`src/rtl/fetch_pkg.sv`:
```
// Shared types and constants for the instruction fetch queue.
package fetch_pkg;

   typedef enum logic [1:0] {
      FETCH,
      FLUSH,
      HALT
   } fetch_state_e;

   localparam int PC_STEP = 4;

endpackage

```
`src/rtl/fetch_queue.sv`:
```
// In-order fetch queue: issues imem requests, buffers responses, feeds decode.
// Optional FETCH_MISALIGN_CHECK_EN adds a misaligned flag and HALT state.
module fetch_queue
   import fetch_pkg::*;
#(
   parameter int                    DATA_WIDTH = 32,
   parameter int                    DEPTH      = 4,
   parameter logic [DATA_WIDTH-1:0] RESET_PC   = '0
) (
   input  logic                  clk,
   input  logic                  rst_n,
   output logic                  imem_req_valid,
   input  logic                  imem_req_ready,
   output logic [DATA_WIDTH-1:0] imem_req_addr,
   input  logic                  imem_rsp_valid,
   input  logic [DATA_WIDTH-1:0] imem_rsp_data,
   output logic [DATA_WIDTH-1:0] Instr,
   output logic [DATA_WIDTH-1:0] PC,
   output logic                  instr_valid,
   input  logic                  instr_ready,
   input  logic                  redirect_valid,
   input  logic [DATA_WIDTH-1:0] redirect_pc
`ifdef FETCH_MISALIGN_CHECK_EN
   ,
   output logic                  misaligned
`endif
);

   localparam int AW = $clog2(DEPTH);
   localparam int PW = AW + 1;

   logic [DATA_WIDTH-1:0] data_q [DEPTH];
   logic [DATA_WIDTH-1:0] pc_q   [DEPTH];

   fetch_state_e          state;
   logic [DATA_WIDTH-1:0] fetch_pc;
   logic [PW-1:0]         alloc_ptr;
   logic [PW-1:0]         fill_ptr;
   logic [PW-1:0]         rd_ptr;
   logic [PW-1:0]         discard_cnt;
   logic                  run;
   logic                  halt_pend;

   logic [PW-1:0]         used;
   logic [PW-1:0]         unfilled;
   logic [PW-1:0]         inflight;
   logic [PW-1:0]         inflight_nxt;
   logic                  req_hs;
   logic                  rsp_take;
   logic                  fill_en;
   logic                  pop;
   logic                  mis;
   logic [DATA_WIDTH-1:0] target;

`ifdef FETCH_MISALIGN_CHECK_EN
   assign mis    = redirect_pc[1:0] != 2'b00;
   assign target = redirect_pc;
`else
   assign mis    = 1'b0;
   assign target = redirect_pc & ~(DATA_WIDTH'(3));
`endif

   assign used     = alloc_ptr - rd_ptr;
   assign unfilled = alloc_ptr - fill_ptr;

   // run holds requests off until the first edge after reset release
   assign imem_req_valid = run && (state == FETCH)
                        && (used < PW'(DEPTH));
   assign imem_req_addr  = fetch_pc;
   assign req_hs         = imem_req_valid && imem_req_ready;

   assign instr_valid = fill_ptr != rd_ptr;
   assign Instr = instr_valid ? data_q[rd_ptr[AW-1:0]] : '0;
   assign PC    = instr_valid ? pc_q[rd_ptr[AW-1:0]]   : '0;
   assign pop   = instr_valid && instr_ready && !redirect_valid;

   // in FLUSH the entries are gone; only the discard count tracks flight
   assign inflight     = (state == FLUSH) ? discard_cnt : unfilled;
   assign rsp_take     = imem_rsp_valid && (inflight != '0);
   assign inflight_nxt = inflight + PW'(req_hs) - PW'(rsp_take);
   assign fill_en      = (state == FETCH) && rsp_take && !redirect_valid;

   always_ff @(posedge clk) begin
      if (req_hs)
         pc_q[alloc_ptr[AW-1:0]] <= fetch_pc;
      if (fill_en)
         data_q[fill_ptr[AW-1:0]] <= imem_rsp_data;
   end

   always_ff @(posedge clk or negedge rst_n) begin
      if (!rst_n) begin
         state       <= FETCH;
         fetch_pc    <= RESET_PC;
         alloc_ptr   <= '0;
         fill_ptr    <= '0;
         rd_ptr      <= '0;
         discard_cnt <= '0;
         run         <= 1'b0;
         halt_pend   <= 1'b0;
`ifdef FETCH_MISALIGN_CHECK_EN
         misaligned  <= 1'b0;
`endif
      end else begin
         run <= 1'b1;
         if (redirect_valid) begin
            alloc_ptr   <= '0;
            fill_ptr    <= '0;
            rd_ptr      <= '0;
            fetch_pc    <= target;
            discard_cnt <= inflight_nxt;
            halt_pend   <= mis;
`ifdef FETCH_MISALIGN_CHECK_EN
            misaligned  <= mis;
`endif
            if (inflight_nxt != '0)
               state <= FLUSH;
            else if (mis)
               state <= HALT;
            else
               state <= FETCH;
         end else begin
            if (req_hs) begin
               alloc_ptr <= alloc_ptr + 1'b1;
               fetch_pc  <= fetch_pc + DATA_WIDTH'(PC_STEP);
            end
            if (fill_en)
               fill_ptr <= fill_ptr + 1'b1;
            if (pop)
               rd_ptr <= rd_ptr + 1'b1;
            if (state == FLUSH && rsp_take) begin
               discard_cnt <= discard_cnt - 1'b1;
               if (discard_cnt == PW'(1))
                  state <= halt_pend ? HALT : FETCH;
            end
         end
      end
   end

endmodule

```
`config.mk`:
```
export PLATFORM = sky130hd
export DESIGN_NAME = fetch_queue
export DESIGN_NICKNAME = d
export VERILOG_FILES = /design/src/rtl/fetch_pkg.sv /design/src/rtl/fetch_queue.sv
export SDC_FILE = /design/constraint.sdc
export NUM_CORES = 1
export LEC_CHECK = 0
export ABC_CLOCK_PERIOD_IN_PS = 5150
export CORE_UTILIZATION = 50
export CTS_CLUSTER_DIAMETER = 30
export DETAILED_ROUTE_END_ITERATION = 16
export GPL_TIMING_DRIVEN = 0
export PLACE_DENSITY = 0.74
export REMOVE_ABC_BUFFERS = 1
export SYNTH_ARGS = -nofsm -noshare
export SYNTH_HDL_FRONTEND = slang
export SYNTH_SLANG_ARGS = --single-unit
```
`constraint.sdc`:
```
create_clock -name clk -period 5.15 [get_ports clk]
set_clock_uncertainty 0.1 [all_clocks]
set_input_delay 1.03 -clock clk [delete_from_list [all_inputs] [get_ports clk]]
set_output_delay 1.03 -clock clk [all_outputs]
set_load 0.02 [all_outputs]
```
==> impl_metrics.yaml <==
setup_path:
  crit_fanout: 36
  required_ns: 4.02
  critical_path_class: "reg2out"
  crit_end: "PC[23]"
  timing.rr.end: "state[0]"
  r2r-start: "rd_ptr[1]"
  ff2ff_setup_slack_ns: 1.36
  startpoint: "rd_ptr[1]"
  reg2regPathDepth: 13
  critPathLaunchType: "flop"
  worstPathArrival_ns: 3.44
  critPathCaptureType: "output pin"
cts:
  clock_sinks: 292
  htree_levels: 2
  clk_pin_slew_ns: 0.05
  post_cts_buffers: 0
  cts_root_buf: "clkbuf_16"
  clk_path_buf_depth: 3
  cts_resized: 0
  clock_latency_ns: 0.54
  cts_tree: "done"
  hold_buffers: 0
  cts_made_buffers: 51
timing:
  worstMarginPinSlew_ns: 1.30
  finalHoldViolCount: 0
  hold-worst-slack_ns: 0.359
  maxSlewHeadroom_pct: 13.2
  setup_viol: 0
  grt_setup_unrepaired: "no"
  setup_ws_ns: 0.582
  final_max_slew_viol_count: 0
  timing.fmax_mhz: 219
  finalCritPeriodShare_pct: 88.7
  final.min_clock_period_ns: 4.57
pwr:
  p_seq_share_pct: 36.1
  swShare_pct: 27.1
  vdd_ir_drop_max_mv: 0.266
  switchingPower_w: 0.00212
  pwr-share-comb_pct: 20.5
  leakagePower_nw: 5.40
  power.internal_w: 0.00570
  cellPowerDensity_nw_per_um2: 482
  clkPwrFrac_pct: 43.4
floorplanning:
  fp.dieH_um: 159
  rows: 57
  num_io_pins: 168
  die_x_um: 159
  dieArea_um2: 25400
  initial_utilization_pct: 50.9
  coreArea_um2: 24300
cells_and_area:
  syn_to_final_growth_pct: 31.1
  drive_gt1_share_pct: 19.3
  antenna_cells: 0
  utilization_pct: 66.7
  layout.nets: 1014
routing:
  drc: 0
  post_drt_wl_per_cell_um: 20.5
  drt-pass1-iter-count: 6
  ant_nets: 0
  viasPerCell: 5.66
  drt_iter0_markers: 443
  drt-total-wl_um: 26400
  vias: 7307
yosys:
  synth_area_leaders: "edfxtp_1 60%, mux4_2 11%, dfrtp_1 8.9%"
  synth-xor-area-share_pct: 1.21
  ys_seq_area_share_pct: 69.0
  synth-compound-area-share_pct: 3.86
  syn_area_um2: 12400
  syn_inst: 735
  ys.flop_type: "edfxtp_1"
  synthSimpleGateAreaFrac_pct: 9.77
  synth-async-reset-ratio_pct: 15.1
  synth_edf_count: 248
  synthTopCellsByCount: "248 x edfxtp_1, 63 x nor2b_1, 62 x mux4_2, 44 x dfrtp_1, 38 x nor2_1"
  synth_seq_cells: 292
  ys_warn_count: 0
  avgSynthCellArea_um2: 16.9
  synth_top_area_share_pct: 60.1
  synth_top_family_by_area: "multiplexers"
  synth.distinct_cells: 54
  yosysTopAreaCell: "edfxtp_1"
  synth_fa_ha_area_share_pct: 1.94
  yosys.cell_count.top_type: "edfxtp_1"
  synthMuxAreaShare_pct: 11.9
placed_design:
  port_buffers: 161
  dp_slack_ns: 0.880
  gp_congestion: 0.792
  dp_hpwl_um: 16500
global_route:
  first_global_vias: 7335
  antenna_found_initial: 0
  overflow: 0
  grt_max_degree: 54
  grt_use_total_pct: 21.3
  grt_pass1_wl_um: 41300
hold_path:
  hp-class: "in2async"
run:
  cap_viol_max_count: 0
run_status:
  status: "finished clean"
==> flip-flops by register name, indices dropped and copies added, names as in the netlist <==
register and cells:
data_q 128, pc_q 120, fill_ptr 3, imem_req_addr 30
alloc_ptr 3, discard_cnt 3, state 1, rd_ptr 3
run 1
==> worst min path at each step <==
stage                           start  cells after the start  slack (ns)           endpoint
finish                          rst_n                      1        0.36  imem_req_addr[19]
global route                    rst_n                      1        0.37  imem_req_addr[19]
CTS                             rst_n                      1        0.35  imem_req_addr[19]
detailed placement  imem_req_addr[31]                      0        0.50        pc_q[1][31]
global placement    imem_req_addr[29]                      0        0.49        pc_q[1][29]
floorplan                   rd_ptr[2]                      2        0.46          rd_ptr[2]
==> worst max-delay path, cell delays in order, from the launching register on <==
cell and delay, ns:
dfrtp_4 0.74, buf_12 0.30, xor2_1 0.12, nor3_2 0.55, buf_6 0.24, buf_6 0.15, buf_6 0.17, nor2b_1 0.09
clkdlybuf4s50_1 0.54
==> kinds of logic (layout without fill, tap and decap cells) <==
logic type / Yosys count / in the layout
muxes: 69 / 69
adders and majority gates: 18 / 18
xor gates and xnor gates: 14 / 14
DFF: 292 / 292
other: 2 / 5
and+or+nand+nor: 209 / 209
buffers and inverters: 61 / 291
AOI/OAI and AO/OA: 70 / 70
==> cell type report <==
cell class	count	area (um^2)
flip-flops and latches	292	8560
clock buffers	54	1300
well taps	324	405
clock inverters	41	475
multi-input cells	385	3600
fillers	1637	8090
inverters	20	77.6
repair buffers	176	1820
==> power groups by stage <==
stage	combinational, W	sequential, W	clock [W]
after floorplan	0.000880	0.00289	0
after global placement	0.00153	0.00292	0
after detailed placement	0.00161	0.00287	0
after CTS	0.00162	0.00283	0.00343
after global routing	0.00173	0.00284	0.00354
final	0.00160	0.00283	0.00339
==> routing by layer <==
layer | global-route usage [%] | part of all wire [%] | wire length, um
met2 | 35.5 | 50 | 13100
met4 | 6.51 | 2.0 | 525
met1 | 27.9 | 41 | 10700
met3 | 4.92 | 7.8 | 2050
met5 | 0 | 0 | 0
==> stage by stage <==
stage / total power (W) / area (um^2) / setup TNS [ns] / std cells
2_1_floorplan: 0.00377 / 12200 / -165.85 / 697
3_3_place_gp: 0.00445 / 14200 / -689.61 / 1182
3_5_place_dp: 0.00448 / 14500 / 0 / 1197
4_1_cts: 0.00788 / 16200 / 0 / 1292
5_1_grt: 0.00811 / 16200 / 0 / 1292
6_report: 0.00782 / 16200 / 0 / 1292
==> cell usage in the layout (no fill, tap or decap), drive strengths merged, types with 3 or more instances in the layout <==
cell           count
edfxtp           248
buf               16
conb               5
ha                16
xor2               6
o31ai             19
nand2             22
nor2              38
clkdlybuf4s50    160
and4               5
dfrtp             44
nand2b             5
clkinv            18
mux4              62
mux2i              5
a31oi             23
nor3               4
and3               5
nand4              7
bufinv             7
nor4               3
o211ai             4
clkbuf            54
a21oi              4
or4               22
or3                5
nor2b             63
and2               9
inv               28
xnor2              6
o21ai             10
nand3             15
clkinvlp           8
(Power assumes the default switching activity.)
